<file path="config.mk">
export PLATFORM = sky130hd
export DESIGN_NAME = strassen_serial
export DESIGN_NICKNAME = d
export VERILOG_FILES = /design/src/rtl/strassen_pkg.sv /design/src/rtl/strassen_mul.sv /design/src/rtl/strassen_serial.sv
export SDC_FILE = /design/constraint.sdc
export NUM_CORES = 2
export LEC_CHECK = 0
export CAP_MARGIN = 20
export CELL_PAD_IN_SITES_DETAIL_PLACEMENT = 1
export CELL_PAD_IN_SITES_GLOBAL_PLACEMENT = 1
export CORE_ASPECT_RATIO = 0.9
export CORE_UTILIZATION = 47
export CTS_CLUSTER_DIAMETER = 120
export DETAILED_ROUTE_END_ITERATION = 8
export MAX_ROUTING_LAYER = met4
export PLACE_DENSITY_LB_ADDON = 0.1
export SYNTH_ARGS = -nofsm -noshare
export SYNTH_HDL_FRONTEND = slang
export SYNTH_HIERARCHICAL = 1
export SYNTH_SLANG_ARGS = --single-unit
</file>
<file path="constraint.sdc">
create_clock -name clk -period 13.84 [get_ports clk]
set_input_delay 3.46 -clock clk [delete_from_list [all_inputs] [get_ports clk]]
set_output_delay 3.46 -clock clk [all_outputs]
set_load 0.05 [all_outputs]
</file>
<file path="src/rtl/strassen_pkg.sv">
// Shared types and constants for the serial Strassen 2x2 block multiplier:
// FSM states, step count and the per-step accumulate/subtract table.
package strassen_pkg;

  typedef enum logic [1:0] {
    IDLE,
    COMPUTE,
    DONE
  } state_t;

  localparam int N_STEPS = 7;

  // Bit-pair per C element: {enable, subtract}.
  localparam logic [1:0] OP_NONE = 2'b00;
  localparam logic [1:0] OP_ADD  = 2'b10;
  localparam logic [1:0] OP_SUB  = 2'b11;

  // Rows are steps M1..M7; columns are C11, C12, C21, C22.
  localparam logic [1:0] STEP_OPS [N_STEPS][4] = '{
    '{OP_ADD,  OP_NONE, OP_NONE, OP_ADD },
    '{OP_NONE, OP_NONE, OP_ADD,  OP_SUB },
    '{OP_NONE, OP_ADD,  OP_NONE, OP_ADD },
    '{OP_ADD,  OP_NONE, OP_ADD,  OP_NONE},
    '{OP_SUB,  OP_ADD,  OP_NONE, OP_NONE},
    '{OP_NONE, OP_NONE, OP_NONE, OP_ADD },
    '{OP_ADD,  OP_NONE, OP_NONE, OP_NONE}
  };

  // Ops for one step, packed by C element index; steps past the table do nothing.
  function automatic logic [3:0][1:0] ops_for(input logic [2:0] step);
    ops_for = '0;
    if (int'(step) < N_STEPS) begin
      for (int k = 0; k < 4; k++) ops_for[k] = STEP_OPS[step][k];
    end
  endfunction

endpackage

</file>
<file path="src/rtl/strassen_mul.sv">
// Signed W x W multiplier producing a full 2*W-bit product; the single
// shared multiplier of the serial Strassen block.
module strassen_mul #(
  parameter int W = 18
) (
  input  logic signed [W-1:0]   x,
  input  logic signed [W-1:0]   y,
  output logic signed [2*W-1:0] p
);

  assign p = (2*W)'(x) * (2*W)'(y);

endmodule

</file>
<file path="src/rtl/strassen_serial.sv">
// Serial 2x2 block matrix multiplier using Strassen's seven products, one per
// cycle. Define STRASSEN_SERIAL_MUL_PIPE_EN to register the multiplier output.
module strassen_serial
  import strassen_pkg::*;
#(
  parameter int WIDTH = 16
) (
  input  logic             clk,
  input  logic             rst,
  input  logic             in_valid,
  output logic             in_ready,
  input  logic [WIDTH-1:0] a11,
  input  logic [WIDTH-1:0] a12,
  input  logic [WIDTH-1:0] a21,
  input  logic [WIDTH-1:0] a22,
  input  logic [WIDTH-1:0] b11,
  input  logic [WIDTH-1:0] b12,
  input  logic [WIDTH-1:0] b21,
  input  logic [WIDTH-1:0] b22,
  output logic             out_valid,
  input  logic             out_ready,
  output logic [2*WIDTH:0] c11,
  output logic [2*WIDTH:0] c12,
  output logic [2*WIDTH:0] c21,
  output logic [2*WIDTH:0] c22,
  output logic             busy
);

  localparam int CW = 2*WIDTH + 1;
  localparam int EW = WIDTH + 2;
  localparam int PW = 2*EW;

`ifdef STRASSEN_SERIAL_MUL_PIPE_EN
  localparam logic [2:0] LAST_STEP = 3'(N_STEPS);
`else
  localparam logic [2:0] LAST_STEP = 3'(N_STEPS - 1);
`endif

  state_t               state_q, state_d;
  logic [2:0]           step_q;
  logic                 ready_q;
  logic [WIDTH-1:0]     opa [4];
  logic [WIDTH-1:0]     opb [4];
  logic signed [PW-1:0] acc [4];

  logic signed [EW-1:0] mul_x, mul_y;
  logic signed [PW-1:0] prod;
  logic signed [PW-1:0] acc_prod;
  logic [3:0][1:0]      acc_ops;
  logic                 acc_en;

  function automatic logic signed [EW-1:0] ext(input logic [WIDTH-1:0] v);
    return $signed({2'b00, v});
  endfunction

  function automatic logic signed [PW-1:0] acc_next(input logic signed [PW-1:0] cur,
                                                    input logic signed [PW-1:0] p,
                                                    input logic [1:0]           op);
    case (op)
      OP_ADD:  return cur + p;
      OP_SUB:  return cur - p;
      default: return cur;
    endcase
  endfunction

  // Operand pair for the current step (index 0..3 = x11, x12, x21, x22).
  always_comb begin
    // NOTE: defaults first, so no branch leaves a signal unassigned and infers a latch.
    mul_x = '0;
    mul_y = '0;
    case (step_q)
      3'd0: begin mul_x = ext(opa[0]) + ext(opa[3]); mul_y = ext(opb[0]) + ext(opb[3]); end
      3'd1: begin mul_x = ext(opa[2]) + ext(opa[3]); mul_y = ext(opb[0]);               end
      3'd2: begin mul_x = ext(opa[0]);               mul_y = ext(opb[1]) - ext(opb[3]); end
      3'd3: begin mul_x = ext(opa[3]);               mul_y = ext(opb[2]) - ext(opb[0]); end
      3'd4: begin mul_x = ext(opa[0]) + ext(opa[1]); mul_y = ext(opb[3]);               end
      3'd5: begin mul_x = ext(opa[2]) - ext(opa[0]); mul_y = ext(opb[0]) + ext(opb[1]); end
      3'd6: begin mul_x = ext(opa[1]) - ext(opa[3]); mul_y = ext(opb[2]) + ext(opb[3]); end
      default: ;
    endcase
  end

  strassen_mul #(.W(EW)) u_mul (
    .x (mul_x),
    .y (mul_y),
    .p (prod)
  );

`ifdef STRASSEN_SERIAL_MUL_PIPE_EN
  logic signed [PW-1:0] prod_q;
  logic [3:0][1:0]      ops_q;
  logic                 pv_q;

  // Product and its step's ops travel together; accumulation trails by one cycle.
  always_ff @(posedge clk or posedge rst) begin
    if (rst) begin
      prod_q <= '0;
      ops_q  <= '0;
      pv_q   <= 1'b0;
    end else begin
      prod_q <= prod;
      ops_q  <= ops_for(step_q);
      pv_q   <= (state_q == COMPUTE) && (step_q < LAST_STEP);
    end
  end

  always_comb begin
    acc_en   = pv_q;
    acc_prod = prod_q;
    acc_ops  = ops_q;
  end
`else
  always_comb begin
    acc_en   = (state_q == COMPUTE);
    acc_prod = prod;
    acc_ops  = ops_for(step_q);
  end
`endif

  always_ff @(posedge clk or posedge rst) begin
    if (rst) state_q <= IDLE;
    // NOTE: sequential state uses <= so every flop samples pre-edge values.
    else     state_q <= state_d;
  end

  always_comb begin
    state_d = state_q;
    case (state_q)
      IDLE:    if (in_valid && in_ready)  state_d = COMPUTE;
      COMPUTE: if (step_q == LAST_STEP)   state_d = DONE;
      DONE:    if (out_ready)             state_d = IDLE;
      default:                            state_d = IDLE;
    endcase
  end

  always_ff @(posedge clk or posedge rst) begin
    if (rst) begin
      step_q  <= '0;
      ready_q <= 1'b0;
      // NOTE: these small arrays are plain flops, so they are cleared like any register.
      for (int k = 0; k < 4; k++) begin
        acc[k] <= '0;
        opa[k] <= '0;
        opb[k] <= '0;
      end
    end else begin
      ready_q <= 1'b1;
      case (state_q)
        IDLE: if (in_valid && in_ready) begin
          opa[0] <= a11; opa[1] <= a12; opa[2] <= a21; opa[3] <= a22;
          opb[0] <= b11; opb[1] <= b12; opb[2] <= b21; opb[3] <= b22;
          for (int k = 0; k < 4; k++) acc[k] <= '0;
          step_q <= '0;
        end
        COMPUTE: step_q <= step_q + 3'd1;
        default: ;
      endcase
      if (acc_en) begin
        for (int k = 0; k < 4; k++) acc[k] <= acc_next(acc[k], acc_prod, acc_ops[k]);
      end
    end
  end

  // Results are only exposed in DONE, so no partial sum ever reaches c*.
  assign out_valid = (state_q == DONE);
  assign busy      = (state_q != IDLE);
  assign in_ready  = ready_q && (state_q == IDLE);
  assign c11       = out_valid ? acc[0][CW-1:0] : '0;
  assign c12       = out_valid ? acc[1][CW-1:0] : '0;
  assign c21       = out_valid ? acc[2][CW-1:0] : '0;
  assign c22       = out_valid ? acc[3][CW-1:0] : '0;

endmodule

</file>
======== Word-level counts from Yosys, hierarchy flattened ========
Memory sizes are Yosys's and may differ from the RTL's.
Cells that the tools add are included.
storage, ports and cells
  register bits after elaboration ......... 278
  memory bits (read-only) ................. 64
  bits of input ports ..................... 132
  output and inout port bits .............. 135
  memories ................................ 1
operators by class
  add/subtract/negate cells ............... 19
  $mul .................................... 1
  magnitude comparators ................... 2
  equal/unequal tests ..................... 23
  mux-type cells .......................... 22
  bitwise logic cells ..................... 1
  reductions and logical operators ........ 14
memory list
  memory           depth  bits a word  rd ports  clocked after memory_dff  wr ports  RTL line            source
  (no name shown)  8      8            1         0                         0         strassen_pkg.sv:33  for (int k = 0; k < 4; k++) ops_for[k] = STEP_OPS[step][k];
operators with widths
  cell                                                       count
  2-to-1 mux 144 bit                                         3
  case mux 36 bit (2 select lines)                           4
  case mux 18 bit (7 select lines)                           2
  adder 36 bit                                               4
  subtractor 36 bit                                          4
  2-to-1 mux 33 bit                                          4
  adder 16 x 16 -> 17 bit                                    6
  subtractor 16 x 16 -> 17 bit                               4
  multiplier 18 x 18 -> 36 bit                               1
  2-to-1 mux 8 bit                                           3
  == test 2 bit (second input constant)                      9
  AND reduction 3 bit                                        5
  != test 3 x 1 -> 1 bit (second input constant)             4
  == test 3 bit (second input constant)                      3
  == test 3 x 2 -> 1 bit (second input constant)             2
  2-to-1 mux 2 bit                                           3
  case mux 2 bit (3 select lines)                            1
  case mux 3 bit (2 select lines)                            1
  nonzero test 2 bit                                         3
  greater-or-equal comparator 4 bit (second input constant)  1
  != test 2 x 1 -> 1 bit (second input constant)             2
  NOT 3 -> 4 bit                                             1
  AND reduction 2 bit                                        2
  adder 3 x 1 -> 3 bit (second input constant)               1
  8 further kinds                                            9

======== Depth between registers and ports, before layout ========
  word-level depth ........................ 8
  gate-level depth with buffers ........... 57

======== Cells and area by module ========
Netlist, hierarchy kept.
by module, submodules not included
  module           times used  cells an instance  area an instance (sq um)
  strassen_serial  1           3,134              24,851.3
  strassen_mul     1           1,366              12,284.3

======== Least setup slack after synthesis ========
No wires, ideal clock.
  path type ............................... register to register
  start point ............................. register step_q[0]
  end point ............................... register acc[68] (netlist bit)
  arrival ................................. 12.287 ns
  required time ........................... 13.708 ns
  slack ................................... 1.421 ns
  cell stages (with the launch flop) ...... 54
  buffers on the path ..................... 3
  cell sequence ........................... dfrtp_1 inv_1 ha_1 inv_1 nor2_1 clkbuf_1 mux2_2 ha_1 fa_1 a21o_1 a21o_1 a21oi_1 o21ai_0 a21oi_1 xnor2_1 a222oi_1 o21ai_0 a21oi_1 [18 not listed] nand2_1 xnor2_1 or3_1 or4_4 or3_1 buf_2 nor3_4 nand2_2 or3_4 or3_4 xnor2_1 ha_1 or3_1 a31oi_1 a31oi_1 xor2_1 o211ai_1 o31ai_1
on the way
  elaborated cells between the ends (all ways) .. 24
  classes of those cells .................. add/sub (2); mul (1); order compare (1); eq/ne (9); mux (7); bitwise (1); reduce/logical (2); memory (1)
RTL lines
  what                                                      RTL line                                      source
  from (decl)                                               strassen_serial.sv:40                         logic [2:0] step_q;
  from (signal assigned)                                    strassen_serial.sv:155                        COMPUTE: step_q <= step_q + 3'd1;
  == test 3 bit, or another cell as far along               strassen_serial.sv:71                         case (step_q)
  case mux 18 bit (7 select lines) (*)                      strassen_serial.sv:71
  net mul_x[10]                                             strassen_serial.sv:46                         logic signed [EW-1:0] mul_x, mul_y;
  multiplier 18 x 18 -> 36 bit (*)                          strassen_mul.sv:11                            assign p = (2*W)'(x) * (2*W)'(y);
  net acc_prod[18]                                          strassen_serial.sv:48                         logic signed [PW-1:0] acc_prod;
  subtractor 36 bit / adder 36 bit (equally long branches)  strassen_serial.sv:61, strassen_serial.sv:60
  case mux 36 bit (2 select lines) (*)                      strassen_serial.sv:59                         case (op)
  2-to-1 mux 144 bit (*)                                    strassen_serial.sv:158                        if (acc_en) begin
  to (signal, indexed assignment)                           strassen_serial.sv:142                        acc[k] <= '0;
  to (decl)                                                 strassen_serial.sv:44                         logic signed [PW-1:0] acc [4];
Mark *: on every way through the listed nets, which the timed path passes. The rest lies on a longest branch. The select of a mux whose other input is x is not followed.
A chain may end at the register's enable or synchronous reset.

======== Worst setup path in the final report ========
Ends and elaborated chain as after synthesis.

==> results.ini <==
[place]
placed_cell_area_sq_um=40310
place_congestion=0.9369
io_buffers=266
hpwl_um=98660

[grt]
track_usage=0.3234
grt_remaining_overflow=0
grt_pass1_wl_um=194000
grt_pass1_vias=34238
grt_start_max_net_pins=135
antenna_found_initial=0

[clock_network]
cts_made_buffers=36
cts_root_buf=clkbuf_16
clock_sinks=266
cts_tree=yes
clkLatencyLatePin_ps=580
clk_path_buf_depth=3
htreeDepth=2
cts_hold_buf=0
clk_pin_slew_ps=60

[detailed_routing]
routed_wl_um=122800
drt-initial-drc-count=1870
vias=32439
viasPerCell=5.706
dr.pass1.iters=7
drc=0
ant_nets=0
wl_per_cell_um=21.59

[worst_setup_path]
cp_slowest_cell=or4_4
crit_path_start_kind=flop
crit_fanout=10
arrival_ps=13680
crit_start=step_q[0]$_DFFE_PP0P_
worstReg2RegStart=step_q[0]$_DFFE_PP0P_
crit_type=reg2reg
crit_top_cell=fa_1
slowest_delay_ps=580
crit_required_ps=14270
end_kind=flop

[sta]
hold_viol_final=0
holdWs_ps=483.5
skew_ps=31.49
fmax_mhz=75.45
post-route-period-util=0.9577
relSlewSlack=0.2406
layout_min_cycle_time_ps=13250
slew_viol_final=0
timing.setup.tns_ps=0
setup_viol=0
rsz0062_at_grt=false
tightestPinTransition_ps=1139

[floorplanning]
fp.dieArea_sq_um=78750
io-pin-count=267
die-width_um=295.7
dieHeight_um=266.3
rows=96
core-area_sq_um=76510
initial_core_util=0.4768

[job]
max_cap_violations=0

[yosys]
postSynthCellCount=4430
ys_warn_count=6
synth.cell_area_sq_um=36480
syn_area_per_cell_sq_um=8.236
synthesis.nets=5242

[layout]
antenna_cells=0
multiInputGateArea_sq_um=27300
fillerInstances=9200
area_growth_pct=14.38
nets=5442
regArea_sq_um=6658
postLayoutCellArea_sq_um=41730
drive_gt1_frac=0.04360
utilization=0.5454

[worst_hold_path]
min_path_type=reg2reg
hp-start=acc[140]$_DFFE_PP0P_

[outcome]
status=completed

==> worst paths after layout <==
kind / to / slack, ps / depth (start not counted)
max in group asynchronous: acc[32]$_DFFE_PP0P_ / 8380 / 4
setup reg to reg: acc[68]$_DFFE_PP0P_ / 590 / 49
hold / removal: acc[140]$_DFFE_PP0P_ / 480 / 1
hold reg to reg: acc[140]$_DFFE_PP0P_ / 480 / 1
min in group asynchronous: opb[26]$_DFFE_PP0P_ / 3340 / 2
setup / recovery: acc[68]$_DFFE_PP0P_ / 590 / 49
==> final cells by class <==
type	count	share of cell area
Timing Repair Buffer	337	0.07739
Multi-Input combinational cell	3459	0.6543
Inverter	530	0.04785
Tap cell	1029	0.03085
Sequential cell	266	0.1595
Clock buffer	53	0.02582
Clock inverter	11	0.004258
==> metrics by stage <==
| step | std cells | setup slack (ps) |
|---|---|---|
| after floorplan | 4430 | 1421 |
| after global placement | 5614 | 472.4 |
| after detailed placement | 5615 | 257.4 |
| after CTS | 5679 | 233.3 |
| after global routing | 5685 | 57.00 |
| final | 5685 | 586.0 |
==> state kept, by name, indices dropped and copies added, names as in the netlist <==
signal	cells
acc	132
opa	64
opb	64
step_q	3
state_q	2
ready_q	1
==> worst max-delay path, delay by kind of cell (launching register included) <==
family	cells	cell delay [ps]
xor gates and xnor gates	4	570
AOI/OAI and AO/OA	14	2810
adders and majority gates	11	4490
and+or+nand+nor	13	3820
DFF	1	480
buffers and inverters	6	570
muxes	1	350
==> routing by layer <==
layer,track usage,up-vias,share of wire
li1,-,15173,-
met1,0.4340,16330,0.46
met2,0.5237,777,0.47
met3,0.02644,159,0.042
met4,0.08920,0,0.027
met5,-,-,0
==> repair_timing <==
item | in CTS | in global routing
gates resized for setup | 0 | 23
endpoints found under the hold margin | 0 | 0
endpoints found under the setup margin | 0 | 26
buffers inserted | 0 | 4
==> cells in the final DEF (no fill, tap or decap), types with 135 or more instances in the layout <==
| cell type | n |
|---|---|
| fa_1 | 327 |
| and2_1 | 300 |
| nand3_1 | 135 |
| o21ai_0 | 330 |
| a21oi_1 | 201 |
| ha_1 | 353 |
| inv_1 | 529 |
| dfrtp_1 | 265 |
| xnor2_1 | 178 |
| nand2_1 | 637 |
| clkdlybuf4s50_1 | 266 |
Power is left out: the tool's default activity adds up to more than one toggle a clock period on the data nets, which glitch-free logic cannot reach.
